File: src/rtl/input_conditioner_if.sv
// Bundle of raw inputs, per-channel mode select and conditioned outputs
// exchanged between the FSM front end and the conditioner.
interface input_conditioner_if #(
    parameter int N_CH = 3
);
    logic [N_CH-1:0] raw;
    logic [N_CH-1:0] mode;
    logic [N_CH-1:0] level;
    logic [N_CH-1:0] rise;
    logic [N_CH-1:0] fall;
    logic [N_CH-1:0] busy;
    logic [N_CH-1:0] q;

    modport master (
        output raw,
        output mode,
        input  level,
        input  rise,
        input  fall,
        input  busy,
        input  q
    );

    modport slave (
        input  raw,
        input  mode,
        output level,
        output rise,
        output fall,
        output busy,
        output q
    );
endinterface

File: src/rtl/input_conditioner.sv
// Per-channel 2-FF synchroniser plus counter debouncer for the lab FSM inputs;
// presents each channel as a clean level or a single-cycle rise pulse.
module input_conditioner #(
    parameter int N_CH            = 3,
    parameter int DEBOUNCE_CYCLES = 4
) (
    input logic                clk,
    input logic                n_reset,
    input_conditioner_if.slave bus
);

    localparam int CNT_W = $clog2(DEBOUNCE_CYCLES);
    localparam logic [CNT_W-1:0] CNT_MAX = CNT_W'(DEBOUNCE_CYCLES - 1);

    // The state is a view of {level, counter busy}; no separate state register.
    typedef enum logic [1:0] {
        STABLE_LO = 2'b00,
        QUAL_HI   = 2'b01,
        STABLE_HI = 2'b10,
        QUAL_LO   = 2'b11
    } deb_state_e;

    logic [N_CH-1:0]  sync1_q;
    logic [N_CH-1:0]  sync2_q;
    logic [N_CH-1:0]  level_q;
    logic [N_CH-1:0]  level_d;
    logic [N_CH-1:0]  rise_q;
    logic [N_CH-1:0]  rise_d;
    logic [N_CH-1:0]  fall_q;
    logic [N_CH-1:0]  fall_d;
    logic [CNT_W-1:0] cnt_q [N_CH];
    logic [CNT_W-1:0] cnt_d [N_CH];
    deb_state_e       state [N_CH];

    // NOTE: every always_comb output gets a default first so no path leaves it unassigned (no latch).
    always_comb begin
        level_d = level_q;
        rise_d  = '0;
        fall_d  = '0;
        for (int ch = 0; ch < N_CH; ch++) begin
            cnt_d[ch] = cnt_q[ch];
            state[ch] = deb_state_e'({level_q[ch], cnt_q[ch] != '0});
            case (state[ch])
                STABLE_LO, STABLE_HI: begin
                    // A differing sample is the first of the qualifying run.
                    cnt_d[ch] = (sync2_q[ch] != level_q[ch]) ? CNT_W'(1) : '0;
                end
                QUAL_HI, QUAL_LO: begin
                    if (sync2_q[ch] == level_q[ch]) begin
                        cnt_d[ch] = '0;
                    end else if (cnt_q[ch] == CNT_MAX) begin
                        level_d[ch] = sync2_q[ch];
                        rise_d[ch]  = sync2_q[ch];
                        fall_d[ch]  = ~sync2_q[ch];
                        cnt_d[ch]   = '0;
                    end else begin
                        cnt_d[ch] = cnt_q[ch] + CNT_W'(1);
                    end
                end
                default: cnt_d[ch] = '0;
            endcase
        end
    end

    // NOTE: sequential state uses non-blocking assignments so every flop samples pre-edge values.
    // NOTE: all state, including the synchroniser and counters, resets asynchronously; a partial count is discarded.
    always_ff @(posedge clk or negedge n_reset) begin
        if (!n_reset) begin
            sync1_q <= '0;
            sync2_q <= '0;
            level_q <= '0;
            rise_q  <= '0;
            fall_q  <= '0;
            for (int ch = 0; ch < N_CH; ch++) begin
                cnt_q[ch] <= '0;
            end
        end else begin
            // sync1 may go metastable; only sync2 is allowed to fan out.
            sync1_q <= bus.raw;
            sync2_q <= sync1_q;
            level_q <= level_d;
            rise_q  <= rise_d;
            fall_q  <= fall_d;
            for (int ch = 0; ch < N_CH; ch++) begin
                cnt_q[ch] <= cnt_d[ch];
            end
        end
    end

    always_comb begin
        bus.busy = '0;
        for (int ch = 0; ch < N_CH; ch++) begin
            bus.busy[ch] = (cnt_q[ch] != '0);
        end
    end

    assign bus.level = level_q;
    assign bus.rise  = rise_q;
    assign bus.fall  = fall_q;
    assign bus.q     = (bus.mode & rise_q) | (~bus.mode & level_q);

endmodule

File: src/flat_wrapper.sv
// flat-port wrapper written by rule: the top's interface ports become plain ports
module input_conditioner_flat 
#(
    parameter int N_CH            = 3,
    parameter int DEBOUNCE_CYCLES = 4
)
  (clk, n_reset, bus_raw, bus_mode, bus_level, bus_rise, bus_fall, bus_busy, bus_q);
  input_conditioner_if #(.N_CH(N_CH)) bus_i ();
  input logic clk;
  input logic n_reset;
  input wire logic [$bits(bus_i.raw)-1:0] bus_raw;
  input wire logic [$bits(bus_i.mode)-1:0] bus_mode;
  output wire logic [$bits(bus_i.level)-1:0] bus_level;
  output wire logic [$bits(bus_i.rise)-1:0] bus_rise;
  output wire logic [$bits(bus_i.fall)-1:0] bus_fall;
  output wire logic [$bits(bus_i.busy)-1:0] bus_busy;
  output wire logic [$bits(bus_i.q)-1:0] bus_q;
  assign bus_i.raw = bus_raw;
  assign bus_i.mode = bus_mode;
  assign bus_level = bus_i.level;
  assign bus_rise = bus_i.rise;
  assign bus_fall = bus_i.fall;
  assign bus_busy = bus_i.busy;
  assign bus_q = bus_i.q;
  input_conditioner #(.N_CH(N_CH), .DEBOUNCE_CYCLES(DEBOUNCE_CYCLES)) u_core (.clk(clk), .n_reset(n_reset), .bus(bus_i));
endmodule
File: config.mk
export PLATFORM = sky130hd
export DESIGN_NAME = input_conditioner_flat
export DESIGN_NICKNAME = d
export VERILOG_FILES = /design/src/rtl/input_conditioner_if.sv /design/src/rtl/input_conditioner.sv /design/src/flat_wrapper.sv
export SDC_FILE = /design/constraint.sdc
export NUM_CORES = 1
export LEC_CHECK = 0
export CAP_MARGIN = 20
export CORE_ASPECT_RATIO = 1.2
export CORE_MARGIN = 2
export CORE_UTILIZATION = 46
export CTS_CLUSTER_DIAMETER = 40
export CTS_CLUSTER_SIZE = 14
export DETAILED_ROUTE_END_ITERATION = 8
export GPL_TIMING_DRIVEN = 0
export PLACE_DENSITY_LB_ADDON = 0.05
export SLEW_MARGIN = 10
export SYNTH_ARGS = -nofsm -noshare
export SYNTH_HDL_FRONTEND = slang
export SYNTH_SLANG_ARGS = --single-unit
File: constraint.sdc
create_clock -name clk -period 1.5 [get_ports clk]
set_input_delay 0.3 -clock clk [delete_from_list [all_inputs] [get_ports clk]]
set_output_delay 0.3 -clock clk [all_outputs]
set_load 0.05 [all_outputs]
* After elaboration in Yosys (flattened, before gate mapping)
Index checks and enable logic that the tools add are counted.
** Word-level totals
- Bits of input ports :: 8
- Bits in registers :: 21
** Cells by class
- Bitwise gates (word level) :: 10
- Equality and inequality tests :: 18
- Add/sub/neg operators :: 3
- Reductions and logical operators :: 15
- Muxes and demuxes :: 30
** Operator list (count)
- 2-to-1 mux 1 bit :: 21
- equality test 2 bit, second input constant :: 9
- 2-to-1 mux 2 bit :: 6
- case mux 2 bit (2 select lines) :: 3
- OR reduction 2 bit :: 6
- AND reduction 3 bit :: 3
- adder 2 x 1 -> 2 bit, second input constant :: 3
- AND 3 bit :: 2
- equality test 2 x 1 -> 1 bit, second input constant :: 3
- logical NOT 2 bit :: 3
- NOT 1 bit :: 6
- nonzero test 2 bit :: 3
- equality test 1 bit :: 3
- inequality test 1 bit :: 3
- NOT 3 bit :: 1
- OR 3 bit :: 1

* Longest topological paths before layout
- Word-level depth :: 4
- Mapped depth :: 4

* Worst setup path after synthesis
No wires, ideal clock.
- Path type :: register -> output
- Start :: reg u_core.level_q[0] (netlist: u_core.bus.level[0])
- End :: out bus_q[0]
- Slack :: 98 ps
- Arrival time :: 1102 ps
- Required time :: 1200 ps
- Buffers on the path :: 0
- Cell stages (with the launch flop) :: 2
- Path through :: dfrtp_1 mux2_2
** On the way
- Word-level cells in the longest chain between the ends :: 2
** Ends and longest elaborated chain
- start: declaration :: RTL line input_conditioner.sv:25 : logic [N_CH-1:0] level_q;
- start signal: assignment :: RTL line input_conditioner.sv:81 : level_q <= level_d;
- AND 3 bit :: RTL line input_conditioner.sv:100 : assign bus.q = (bus.mode & rise_q) | (~bus.mode & level_q);
- OR 3 bit :: RTL line input_conditioner.sv:100
- end: declaration :: RTL line flat_wrapper.sv:17 : output wire logic [$bits(bus_i.q)-1:0] bus_q;
Every way passes these cells.

* Worst setup path in the final report
- Start :: reg u_core.level_q[2] (netlist: u_core.bus.level[2])
- End :: out bus_q[2]
The elaborated chain is that of the path after synthesis.

==> results by group <==
STA
  – Final Hold Fails: 0
  – Final Cycle Share: 97.7%
  – Rel. slew slack: 40.7%
  – Final min period: 1460 ps
  – Post-route setup TNS: 0 ps
  – Fmax: 0.683 GHz
  – Worst Hold Margin: 365 ps
  – Clk_skew: 0.462 ps
  – RSZ-0062 raised after global routing: true
  – Fin. max-slew vios: 0
  – Worst-Margin Slew: 886 ps
  – Setup violators final: 0

Floorplan
  – Die Wd: 43.9 um
  – Die ar.: 0.00228 mm2
  – Chip height: 51.9 um
  – Io pins: 23
  – Effective utilization at floorplan: 48.0%
  – Area of the core: 0.00183 mm2
  – # rows: 17

Power and ir drop
  – Flop pwr share: 30.4%
  – Clk pwr share: 10.0%
  – Pint: 1.51 mW
  – Switching Fraction: 40.8%
  – Pwr Total: 2.56 mW
  – NetSw: 1.04 mW
  – Combinational share of power: 59.6%
  – Peak VDD IR: 1.23 mV
  – Leakage dissipation: 0.657 nW
  – Pwr/cell area: 2030 mW/mm2

Detailed routing
  – DRT Wirelength: 1340 um
  – Routed len/inst: 11.6 um
  – First drt pass iteration count: 3
  – Antenna viol nets, final: 0
  – Initial DRC count: 2
  – DRC Markers: 0
  – Via count: 556
  – Vias per cell: 4.79

Placement
  – Post-DP HPWL: 918 um
  – Port buffer count: 22
  – RePlAce Congestion: 0.681
  – Post-DP Area: 0.00112 mm2

Critical path
  – CP max stage cell: dfrtp_2
  – CP startpoint kind: flop
  – CP required: 1200 ps
  – Critical path buffers and inverters: 1
  – R2r endpoint: u_core.bus.level[1]$_DFFE_PN0P_
  – CP Capture Type: primary output
  – Crit path cell chain: mux2_4, buf_8
  – R2R depth: 4
  – CP delay by family, top: flip-flops
  – CP max stage delay: 440 ps
  – Reg2Reg Setup Slack: 230 ps
  – Crit Path Max Fanout: 4
  – Critical path class: flop to primary output
  – Critical path arrival: 1160 ps
  – Reg2reg start: u_core.cnt_q[2]$_DFF_PN0_

Yosys
  – Sequential area share after synthesis: 59.8%
  – Syn Inst Count: 63
  – FFs w/ async S/R, synth: 100%
  – Top cell type's share of synthesized area: 59.8%
  – Top_reg_cell synth: dfrtp_1
  – Yosys warns: 0
  – Syn_area_per_cell: 13.9 um2
  – Synth top area cells: dfrtp_1 (60%), ha_1 (8.5%), mux2_4 (5.1%), nor3b_1 (5.1%), nand2b_4 (4.7%)
  – Synth Cell Area: 878 um2
  – Count leader, synth: dfrtp_1
  – Synth cell count leaders: dfrtp_1 (21), inv_1 (9), ha_1 (6), nor3b_1 (6)
  – Synthesized net count: 77
  – Area leader, netlist: dfrtp_1
  – Count of cell types in the netlist: 11
  – Post-synth EDFFs: 0
  – Seq cells post-synth: 21

Hold path
  – HP Start: u_core.sync1_q[0]$_DFF_PN0_
  – Hold path depth: 0
  – Worst hold path type: flop to flop
  – Worst Hold Path EP: u_core.sync2_q[0]$_DFF_PN0_

CTS
  – CTS tree: done
  – Clock Latency Late Sink: 290 ps
  – Clock-pin slew on the worst setup and hold paths: 110 ps
  – Max clock buf depth: 2
  – Root buffer cell: clkbuf_4
  – Clock sinks: 21
  – H-tree levels: 1
  – CTS buffer count: 3

Job
  – Maxcap violations: 0

Cells and area
  – P&R area growth vs syn: 43.3%
  – Diodes inserted: 0
  – Final nets: 112
  – Share of cells above drive strength 1: 39.2%
  – Finished Cell Area: 0.00126 mm2
  – Fill cells: 146

GRT
  – Pin count of the biggest net entering global routing: 22
  – GRT Total Usage: 13.4%
  – Vias in the first global route: 520
  – Grt total ovfl: 0
  – Initial antenna violation count: 0
  – First-pass GRT wire length: 2210 um

Status
  – Status: finished clean
## cells in the final DEF, fill, tap and decap left out, types with 4 or more instances in the layout
cell / Yosys / final
buf_8: 0 / 5
dlygate4sd2_1: 0 / 5
clkdlybuf4s50_1: 0 / 4
nor3b_1: 6 / 6
dfrtp_1: 21 / 20
inv_1: 9 / 6
mux2_4: 3 / 6
buf_4: 0 / 8
## registers in the layout, indices dropped and copies added (netlist names)
name	count
u_core.sync2_q	3
u_core.bus.rise	3
u_core.cnt_q	6
u_core.bus.level	3
u_core.bus.fall	3
u_core.sync1_q	3
## power by group through the flow
stage	logic [mW]	clock network (mW)	registers [mW]
floorplan	0.722	0	0.938
global placement	1.17	0	0.815
detailed placement	1.18	0	0.823
CTS	1.31	0.271	0.787
global route	1.64	0.307	0.794
finish	1.53	0.255	0.779
## routing by layer
metal | GRT usage [%] | share of wire [%] | vias to the layer above | wire [um]
li1 | - | - | 273 | -
met1 | 14.5 | 40 | 266 | 535
met2 | 24.0 | 53 | 15 | 714
met3 | 3.47 | 5.9 | 2 | 79
met4 | 6.06 | 0.97 | 0 | 13
met5 | 0 | 0 | - | 0
## cell type report
type	count	area (um2)	share of cell area (%)
multi-input combinational	33	358	28.4
clock buffer	4	26.3	2.09
tap	19	23.8	1.89
sequential	21	527	41.8
inverter	9	33.8	2.68
timing repair buffer	30	290	23.1
## logic make-up (layout without fill, tap and decap cells)
| logic type | Yosys count | in the layout | share of synthesized area, % |
|---|---|---|---|
| flip-flops | 21 | 21 | 59.8 |
| AND/OR/NAND/NOR | 15 | 15 | 13.2 |
| buffers and inverters | 9 | 43 | 3.85 |
| adder cells (fa/ha/maj) | 6 | 6 | 8.55 |
| multiplexers | 6 | 6 | 8.97 |
| AO/OA/AOI/OAI | 3 | 3 | 2.56 |
| XOR/XNOR | 3 | 3 | 2.99 |
## worst max path at each step
| stage | startpoint | to | depth (start not counted) |
|---|---|---|---|
| after global routing | u_core.bus.level[2]$_DFFE_PN0P_ | bus_q[2] | 2 |
| after detailed placement | bus_mode[0] | bus_q[0] | 3 |
| final | u_core.bus.level[2]$_DFFE_PN0P_ | bus_q[2] | 2 |
| after CTS | bus_mode[2] | bus_q[2] | 3 |
| after global placement | bus_mode[0] | bus_q[0] | 3 |
| after floorplan | u_core.bus.level[0]$_DFFE_PN0P_ | bus_q[0] | 1 |
## stage by stage
stage          util, %  std cells  worst slack (ps)
4_1_cts           65.1        112             -53.8
6_report          68.8        116              35.1
3_5_place_dp      61.4        104              -592
2_1_floorplan        -         63              97.9
5_1_grt           68.8        116             -14.6
3_3_place_gp      61.4        104              -584
## repair_timing
action | 4_1_cts | 5_1_grt
setup endpoints to repair | 15 | 10
buffers inserted | 4 | 4
resized for setup | 62 | 20
pin swaps | 0 | 2
hold buffers | 0 | 0
No activity file was read; power rests on OpenSTA's default activity.
